$ cat src/rtl/cc1200_tx_scheduler.sv
// Packet scheduler sharing the CC1200 radio link between the video word
// stream and the command/telemetry word source. Each burst is framed as two
// header words plus payload and streamed over a valid/ready handshake.
//
// Handshake: a word moves from this block to the SPI engine on every clock
// edge where TxValid and TxReady are both 1. TxValid is never withdrawn by
// this block while a header word waits for TxReady. Payload words pass
// straight through from the selected source, so they follow that source.
module cc1200_tx_scheduler #(
    parameter int PKT_WORDS  = 32,
    parameter int GAP_CYCLES = 64,
    parameter int TIMEOUT    = 65535
) (
    input  logic        clk,
    input  logic        rst,
    input  logic        Enable,
    input  logic        TranEn,
    input  logic [11:0] TranData,
    input  logic [15:0] TranAdd,
    input  logic        TranFrame,
    output logic        NextData,
    input  logic        CmdReq,
    input  logic [11:0] CmdData,
    input  logic        CmdLast,
    output logic        CmdNext,
    input  logic        RadioRdy,
    input  logic        SpiBusy,
    output logic        PktStart,
    output logic [11:0] TxWord,
    output logic        TxValid,
    input  logic        TxReady,
    output logic        TxLast,
    output logic        PktType,
    output logic        Timeout,
    output logic [15:0] PktCount,
    output logic [2:0]  dbg_state_o
);

    typedef enum logic [2:0] {
        S_IDLE      = 3'd0,
        S_ARB       = 3'd1,
        S_HDR0      = 3'd2,
        S_HDR1      = 3'd3,
        S_DATA      = 3'd4,
        S_WAIT_DONE = 3'd5,
        S_GAP       = 3'd6
    } state_t;

    localparam logic [7:0]  LAST_IDX = 8'(PKT_WORDS - 1);
    localparam logic [15:0] GAP_LAST = 16'(GAP_CYCLES - 1);
    localparam logic [15:0] TMO_LAST = 16'(TIMEOUT - 1);

    state_t      state_q;
    logic        last_cmd_q;
    logic        pkt_type_q;
    logic        pkt_start_q;
    logic        tx_valid_q;
    logic        timeout_q;
    logic [7:0]  addr_lo_q;
    logic [15:0] pkt_count_q;
    logic [15:0] cnt_q;
    logic [7:0]  word_cnt_q;
    logic [11:0] tx_word_q;

    logic in_data;
    logic src_valid;
    logic word_last;
    logic data_hs;
    logic hdr_hs;
    logic pick_cmd;

    // Handshake qualifiers and arbitration decision for the current cycle
    always_comb begin
        in_data   = (state_q == S_DATA);
        src_valid = pkt_type_q ? CmdReq : TranEn;
        word_last = (word_cnt_q == LAST_IDX) | (pkt_type_q & CmdLast);
        data_hs   = in_data & src_valid & TxReady;
        hdr_hs    = tx_valid_q & TxReady;
        // Command wins a tie unless the previous packet was already a command
        pick_cmd  = CmdReq & (~TranEn | ~last_cmd_q);
    end

    // Output muxing: registered header words, pass-through payload words
    always_comb begin
        TxValid     = in_data ? src_valid : tx_valid_q;
        TxWord      = in_data ? (pkt_type_q ? CmdData : TranData) : tx_word_q;
        TxLast      = in_data & src_valid & word_last;
        NextData    = in_data & ~pkt_type_q & TranEn & TxReady;
        CmdNext     = in_data & pkt_type_q & CmdReq & TxReady;
        PktStart    = pkt_start_q;
        PktType     = pkt_type_q;
        Timeout     = timeout_q;
        PktCount    = pkt_count_q;
        dbg_state_o = state_q;
    end

    // Scheduler FSM with packet framing, counters and registered pulses
    always_ff @(posedge clk) begin
        if (rst) begin
            state_q     <= S_IDLE;
            last_cmd_q  <= 1'b0;
            pkt_type_q  <= 1'b0;
            pkt_start_q <= 1'b0;
            tx_valid_q  <= 1'b0;
            timeout_q   <= 1'b0;
            addr_lo_q   <= 8'h00;
            pkt_count_q <= 16'h0000;
            cnt_q       <= 16'h0000;
            word_cnt_q  <= 8'h00;
            tx_word_q   <= 12'h000;
        end else begin
            pkt_start_q <= 1'b0;
            timeout_q   <= 1'b0;
            case (state_q)
                S_IDLE: begin
                    if (Enable && (TranEn || CmdReq)) begin
                        state_q <= S_ARB;
                    end
                end
                S_ARB: begin
                    pkt_type_q  <= pick_cmd;
                    addr_lo_q   <= TranAdd[7:0];
                    word_cnt_q  <= 8'h00;
                    tx_word_q   <= pick_cmd ? {1'b1, 1'b0, 2'b00, pkt_count_q[15:8]}
                                            : {1'b0, TranFrame, 2'b00, TranAdd[15:8]};
                    tx_valid_q  <= 1'b1;
                    pkt_start_q <= 1'b1;
                    state_q     <= S_HDR0;
                end
                S_HDR0: begin
                    if (hdr_hs) begin
                        tx_word_q <= {4'h0, pkt_type_q ? pkt_count_q[7:0] : addr_lo_q};
                        state_q   <= S_HDR1;
                    end
                end
                S_HDR1: begin
                    if (hdr_hs) begin
                        tx_valid_q <= 1'b0;
                        tx_word_q  <= 12'h000;
                        state_q    <= S_DATA;
                    end
                end
                S_DATA: begin
                    if (data_hs) begin
                        word_cnt_q <= word_cnt_q + 8'd1;
                        if (word_last) begin
                            pkt_count_q <= pkt_count_q + 16'd1;
                            last_cmd_q  <= pkt_type_q;
                            cnt_q       <= 16'h0000;
                            state_q     <= S_WAIT_DONE;
                        end
                    end
                end
                S_WAIT_DONE: begin
                    if (!SpiBusy && RadioRdy) begin
                        cnt_q   <= 16'h0000;
                        state_q <= S_GAP;
                    end else if (cnt_q == TMO_LAST) begin
                        timeout_q <= 1'b1;
                        cnt_q     <= 16'h0000;
                        state_q   <= S_GAP;
                    end else if (cnt_q != 16'hFFFF) begin
                        cnt_q <= cnt_q + 16'd1;
                    end
                end
                S_GAP: begin
                    if (cnt_q == GAP_LAST) begin
                        cnt_q   <= 16'h0000;
                        state_q <= S_IDLE;
                    end else begin
                        cnt_q <= cnt_q + 16'd1;
                    end
                end
                default: begin
                    state_q <= S_IDLE;
                end
            endcase
        end
    end

endmodule

$ cat config.mk
export PLATFORM = sky130hd
export DESIGN_NAME = cc1200_tx_scheduler
export DESIGN_NICKNAME = d
export VERILOG_FILES = /design/src/rtl/cc1200_tx_scheduler.sv
export SDC_FILE = /design/constraint.sdc
export NUM_CORES = 1
export LEC_CHECK = 0
export BUFFER_PORTS_ARGS = -buffer_cell sky130_fd_sc_hd__buf_4
export CAP_MARGIN = 30
export CORE_MARGIN = 1.5
export CORE_UTILIZATION = 30
export DETAILED_ROUTE_END_ITERATION = 10
export PLACE_DENSITY_LB_ADDON = 0.12
export SYNTH_ARGS = -nofsm -noshare
export SYNTH_HDL_FRONTEND = slang
export SYNTH_SLANG_ARGS = --single-unit
$ cat constraint.sdc
create_clock -name clk -period 3.11 [get_ports clk]
set_input_delay 0.622 -clock clk [delete_from_list [all_inputs] [get_ports clk]]
set_output_delay 0.622 -clock clk [all_outputs]
set_load 0.005 [all_outputs]
==> reports/results.tsv, run 1 <==
metric	value	unit
outcome	finished, final reports clean	
slowest CP cell	a22oi_1	
Post-CTS Resized	0	
largest cells by area after synthesis	dfxtp_1 (35%), nor2_1 (6.2%), mux2i_1 (5.6%)	
clock buffer count from CTS	9	
total wire length	11000	um
crit path DAT	1.98	ns
H-tree depth	3	
DRC	0	
Post-Synthesis Cells	468	
Yosys reg bits	66	
hold path depth	2	
Cell Area, Placed	4590	sq um
root cell of the clock tree	clkbuf_16	
measured slew at the worst slew-check pin	0.834	ns
I/O pin total	88	
Rel. slew slack	0.444	
main flop type after synthesis	dfxtp_1	
Yosys top cell area share	0.350	
register area share after synthesis	0.350	
reg2reg end	cnt_q[6]	
I/O Buffers	87	
Fmax	384	MHz
Final setup viols	0	
final setup margin	0.505	ns
CTS Hold Bufs	0	
number of global-route vias before repair	3417	
utilization of the core after routing	0.401	
GRT Total Usage	0.169	
Leak	1.78	nW
Mapped Nets	522	
first-pass GRT wire length	17300	um
class of the most critical setup path	flip-flop to primary output	
CTS tree	built	
Pre-antenna DRT Iters	4	
vias per cell	5.21	
Max FO, Critical Path	5	
Slew Viols, Final	0	
clk sink count	66	
hold crit path type	flip-flop to flip-flop	
Hold Crit Start	addr_lo_q[2]	
Crit path buffers/inverters	2	
initial antenna violation count	0	
# Post-CTS Setup Buffers	0	
Worst-Skew Late Latency	0.34	ns
Synth cell types	57	
most frequent cells in the layout	buf_4 (96), dfxtp_1 (66), nor2_1 (62), nand2_1 (45), a21oi_1 (39)	
Synth Area per Inst	8.06	sq um
grt total ovfl	0	
RSZ-0062 raised after global routing	false	
initial core utilization	0.310	
Iter 0 DRT Violations	152	
share of flip-flops with an asynchronous set or reset	0	
R2R depth	6	
Area Growth Syn to Fin	29.1	%
Final period util	0.838	
CP endpoint kind	primary output	
RePlAce Congestion	0.781	
Top delay family on crit path	compound AO/OA/AOI/OAI gates	
Worst VDD drop	266	uV
most common cell after layout, fill and taps aside	buf_4	
Finished Cell Area	4870	sq um
Wirelength per Cell	15.2	um
EDFF count, synth	0	
Chip Height	115	um
Post-Route Setup TNS	0	ns
Cell Chain, Critical Path	ha_1, and4_1, a22oi_1, buf_4, nor2_1, buf_4	
CP required	2.49	ns
r2r startpoint	dbg_state_o[2]	
largest net degree at the start of global routing	48	
DRT antenna net count	0	
Final min period	2.61	ns
clock buffer depth	2	
share of layout cells above drive strength 1	0.230	
pre-CTS WS	0.665	ns
core area	12200	sq um
Warnings, synthesis	0	
Reg clk slew, reported paths	0.06	ns
Max Cap Viol	0	
mapped cell area	3770	sq um
Hold Path End	addr_lo_q[2]	
post-synth top area cell	dfxtp_1	
pwr dens	596	nW/um^2
Total Nets Final	603	
most frequent CP cell	buf_4	
WHS	0.457	ns
number of antenna diodes	0	
Die X	115	um
die area	13300	sq um
Worst R2R Setup Slack	0.68	ns
critical path's largest stage delay	0.46	ns
startpoint types	flip-flop	
DP HPWL	8050	um
Clock Skew	0.00667	ns
Vias	3753	
Fin. Hold Viols	0	
# rows	40	
-- stage by stage --
step / cells / power, mW
after floorplan: 468 / 1.60
after global placement: 706 / 1.93
after detailed placement: 706 / 1.94
after CTS: 721 / 2.95
after global routing: 721 / 3.09
final: 721 / 2.91
-- cells in the mapped netlist, types with 2 or more instances --
library cell   n
buf_2          6
mux2_2         2
a31o_2         2
dfxtp_1       66
o221ai_1       7
o22ai_1        2
and4_1         5
and3_1         4
or3_1          6
o21ai_0       14
xor2_1         2
nand2b_1       6
a211oi_1       8
nor2b_1        5
a21oi_1       39
and2_1         2
buf_4          4
nor3_1         7
nand2_1       45
or4_1          4
xnor2_1        9
o2111ai_1      9
nor4_1         8
nor3b_1        3
o211ai_1      18
inv_1         17
clkbuf_1      15
nor2_1        62
nand4b_1       2
o31ai_1        3
nand3_1       23
ha_1           4
a221oi_1       8
nand4_1        7
mux2i_1       21
nor4_4         2
-- worst min-delay path, cell delays in order, from the launching register on --
cell and delay [ns]:
dfxtp_1 0.30, nand2_1 0.05, a21oi_1 0.05
-- cells by family (layout without fill, tap and decap cells) --
| kind of cell | Yosys count | in the layout | synth area share |
|---|---|---|---|
| AOI/OAI and AO/OA | 122 | 122 | 0.226 |
| buffers and inverters | 44 | 129 | 0.0501 |
| and+or+nand+nor | 198 | 198 | 0.273 |
| adders and majority gates | 4 | 4 | 0.0133 |
| muxes | 23 | 23 | 0.0617 |
| DFF | 66 | 66 | 0.350 |
| xor gates and xnor gates | 11 | 11 | 0.0255 |
-- report_power, final --
| group | leakage [nW] | internal (mW) | switching, mW | total (mW) |
|---|---|---|---|---|
| sequential | 0.535 | 0.951 | 0.0953 | 1.05 |
| clock | 0.138 | 0.614 | 0.379 | 0.994 |
| combinational | 1.11 | 0.375 | 0.492 | 0.866 |
| total | 1.78 | 1.94 | 0.966 | 2.91 |
-- per-layer routing --
metal | GRT usage | share of wire | vias to the layer above
met1 | 0.210 | 0.45 | 1762
met5 | 0 | 0 | -
li1 | - | - | 1891
met4 | 0.0551 | 0.012 | 0
met3 | 0.0559 | 0.061 | 13
met2 | 0.276 | 0.48 | 87
-- how the worst max path moves through the flow --
stage                   startpoint         to  slack, ns  depth (start not counted)
finish               word_cnt_q[0]     TxLast       0.50                          6
global route         word_cnt_q[0]     TxLast       0.34                          6
CTS                  word_cnt_q[0]     TxLast       0.46                          6
detailed placement  dbg_state_o[2]  cnt_q[15]       0.66                          6
global placement               rst   cnt_q[5]       0.73                          6
floorplan            word_cnt_q[0]     TxLast        1.0                          5
-- final cells by class --
class	instances	area [sq um]
repair buffers	96	721
inverters	18	67.6
clock buffers	10	229
well taps	168	210
multi-input cells	358	2270
fillers	1265	7290
clock inverters	5	56.3
flip-flops and latches	66	1320
-- flip-flops by register name, summed over array words and instances (netlist names) --
register / count
last_cmd_q: 1
addr_lo_q: 8
cnt_q: 16
PktType: 1
tx_valid_q: 1
word_cnt_q: 8
dbg_state_o: 3
tx_word_q: 10
PktStart: 1
PktCount: 16
Timeout: 1
(Power assumes the default switching activity.)
==> run 2, diff against run 1 <==
--- a/config.mk
+++ b/config.mk
@@ -5,6 +5,7 @@
 export SDC_FILE = /design/constraint.sdc
 export NUM_CORES = 1
 export LEC_CHECK = 0
+export ABC_AREA = 1
 export BUFFER_PORTS_ARGS = -buffer_cell sky130_fd_sc_hd__buf_4
 export CAP_MARGIN = 30
 export CORE_MARGIN = 1.5
==> constraint.sdc (replaced) <==
create_clock -name clk -period 2.5 [get_ports clk]
set_input_delay 0.5 -clock clk [delete_from_list [all_inputs] [get_ports clk]]
set_output_delay 0.5 -clock clk [all_outputs]
set_load 0.005 [all_outputs]
==> run 2 against run 1 <==
Compared with the run above:
- synthesized cell count up 24%
- global-route usage up 0.41 points
- critical path depth up 1
- clock power up 30%
- via count up 6.7%
- worst setup slack worse by 0.33 ns
- final area up 2.7%
- non-clock buffer count down 2
- register-to-register slack worse by 0.19 ns
- sequential share of layout area down 0.72 points
- critical path type unchanged
==> reports/results.tsv, run 2 <==
metric	value	unit	change
H-tree depth	3		unchanged
Clock Skew	0.00566	ns	was 0.00667 ns
Warnings, synthesis	0		unchanged
mapped cell area	3890	sq um	was 3770 sq um
Total Nets Final	723		was 603
Pre-antenna DRT Iters	4		unchanged
core area	12600	sq um	was 12200 sq um
Vias	4006		was 3753
Area Growth Syn to Fin	28.6	%	was 29.1%
share of flip-flops with an asynchronous set or reset	0		unchanged
final setup margin	0.171	ns	was 0.505 ns
number of global-route vias before repair	3713		was 3417
Max Cap Viol	0		unchanged
share of layout cells above drive strength 1	0.220		was 0.230
max layer used	met4		unchanged
Chip Height	117	um	was 115 um
Post-Synthesis Cells	582		was 468
largest net degree at the start of global routing	20		was 48
WL met1	5280	um	was 4900 um
Synth Area per Inst	6.69	sq um	was 8.06 sq um
pwr dens	783	nW/um^2	was 596 nW/um^2
Post-Route Setup TNS	0	ns	unchanged
RSZ-0062 raised after global routing	false		unchanged
Slew Viols, Final	0		unchanged
I/O pin total	88		unchanged
CTS tree	built		unchanged
startpoint types	flip-flop		unchanged
grt total ovfl	0		unchanged
Fin. Hold Viols	0		unchanged
Die X	117	um	was 115 um
number of antenna diodes	0		unchanged
DRT antenna net count	0		unchanged
Yosys reg bits	66		unchanged
most frequent cells in the layout	nand2_1 (148), buf_4 (94), dfxtp_1 (66), nor2_1 (66), inv_1 (54)		was buf_4 (96), dfxtp_1 (66), nor2_1 (62), nand2_1 (45), a21oi_1 (39)
cell with the most instances after synthesis	nand2_1		was dfxtp_1
pre-CTS WS	0.481	ns	was 0.665 ns
crit path DAT	1.83	ns	was 1.98 ns
measured slew at the worst slew-check pin	0.737	ns	was 0.834 ns
utilization of the core after routing	0.397		was 0.401
Reg clk slew, reported paths	0.06	ns	about the same
Worst VDD drop	366	uV	was 266 uV
DP HPWL	8780	um	was 8050 um
class of the most critical setup path	flip-flop to primary output		unchanged
Final setup viols	0		unchanged
post-synth top area cell	dfxtp_1		unchanged
Rel. slew slack	0.505		was 0.444
I/O Buffers	87		unchanged
CTS Hold Bufs	0		unchanged
most common cell after layout, fill and taps aside	nand2_1		was buf_4
Synth cell types	38		was 57
total wire length	11400	um	was 11000 um
CP required	2.00	ns	was 2.49 ns
Cell Chain, Critical Path	nor2_4, nand2_4, inv_2, nand2_1, clkinvlp_4, a22o_1, buf_4		was ha_1, and4_1, a22oi_1, buf_4, nor2_1, buf_4
largest cells by area after synthesis	dfxtp_1 (34%), nand2_1 (14%), nor2_1 (6.4%)		was dfxtp_1 (35%), nor2_1 (6.2%), mux2i_1 (5.6%)
initial antenna violation count	0		unchanged
Wirelength per Cell	13.5	um	was 15.2 um
EDFF count, synth	0		unchanged
Iter 0 DRT Violations	181		was 152
Final min period	2.33	ns	
root cell of the clock tree	clkbuf_16		unchanged
clock buffer depth	2		unchanged
Mapped Nets	636		was 522
Worst-Skew Late Latency	0.34	ns	about the same
first-pass GRT wire length	18000	um	was 17300 um
slowest CP cell	dfxtp_1		was a22oi_1
Max FO, Critical Path	12		was 5
# rows	41		was 40
Yosys top cell area share	0.339		was 0.350
Top delay family on crit path	flip-flops		was compound AO/OA/AOI/OAI gates
die area	13700	sq um	was 13300 sq um
clk sink count	66		unchanged
Fmax	429	MHz	
critical path's largest stage delay	0.53	ns	was 0.46 ns
DRC	0		unchanged
clock buffer count from CTS	9		unchanged
Crit path buffers/inverters	3		was 2
CP endpoint kind	primary output		unchanged
met3 WL post-DR	588	um	was 667 um
GRT Total Usage	0.173		was 0.169
RePlAce Congestion	0.911		was 0.781
outcome	finished, final reports clean		unchanged
Met2 Wirelength	5330	um	was 5270 um
synth cell count leaders	nand2_1 (148), dfxtp_1 (66), nor2_1 (66)		was dfxtp_1 (66), nor2_1 (62), nand2_1 (45)
register area share after synthesis	0.339		was 0.350
main flop type after synthesis	dfxtp_1		unchanged
initial core utilization	0.309		was 0.310
Leak	2.10	nW	was 1.78 nW
vias per cell	4.74		was 5.21
Final period util	0.932		
# Post-CTS Setup Buffers	0		unchanged
hold crit path type	input port to flip-flop		was flip-flop to flip-flop
==> run 2: logic make-up after synthesis <==
logic type,Yosys count,synth area share
AO/OA/AOI/OAI,114,0.176
XOR/XNOR,11,0.0247
adder cells (fa/ha/maj),4,0.0128
buffers and inverters,79,0.0874
flip-flops,66,0.339
AND/OR/NAND/NOR,308,0.359
==> run 2: worst reg2reg max path, delay by kind of cell (launching register included) <==
kind	cells	cell delay, ns
flops	1	0.41
buf+inv	2	0.42
simple gates	9	1.09
==> run 2: timing repair <==
| action | 4_1_cts | 5_1_grt |
|---|---|---|
| hold endpoints to repair | 0 | 0 |
| endpoints found under the setup margin | 0 | 1 |
| gates resized for setup | 0 | 1 |
==> run 2: cell type report <==
class | count | area, sq um
flip-flops and latches | 66 | 1320
clock buffers | 14 | 264
repair buffers | 94 | 706
clock inverters | 2 | 35.0
inverters | 61 | 233
multi-input cells | 437 | 2230
well taps | 172 | 215
fillers | 1379 | 7610
==> run 2: where the power goes <==
part	internal [mW]	switching [mW]	total [mW]
Clock	0.826	0.467	1.29
Combinational	0.521	0.763	1.28
Sequential	1.20	0.142	1.34
Total	2.55	1.37	3.92
==> run 2: worst paths after layout <==
| check | slack, ns | endpoint | cells past startpoint | startpoint |
|---|---|---|---|---|
| setup / recovery | 0.17 | TxWord[8] | 7 | dbg_state_o[1] |
| hold / removal | 0.38 | addr_lo_q[6] | 2 | TranAdd[6] |
| setup reg to reg | 0.49 | PktCount[13] | 11 | dbg_state_o[1] |
| hold reg to reg | 0.48 | addr_lo_q[2] | 1 | addr_lo_q[2] |
==> run 2: through the flow <==
step / cell area, sq um / total power, mW / instances / hold slack [ns]
final: 5010 / 3.92 / 846 / 0.383
after global routing: 5010 / 4.19 / 846 / 0.375
after CTS: 5000 / 3.96 / 846 / 0.374
after detailed placement: 4700 / 2.65 / 830 / 0.462
after global placement: 4700 / 2.64 / 830 / 0.462
after floorplan: 3890 / 2.23 / 582 / 0.430
==> run 2: per-layer routing <==
metal,vias up,GRT usage
met1,1795,0.223
met4,0,0.0835
met2,92,0.279
li1,2104,-
met5,-,0
met3,15,0.0324
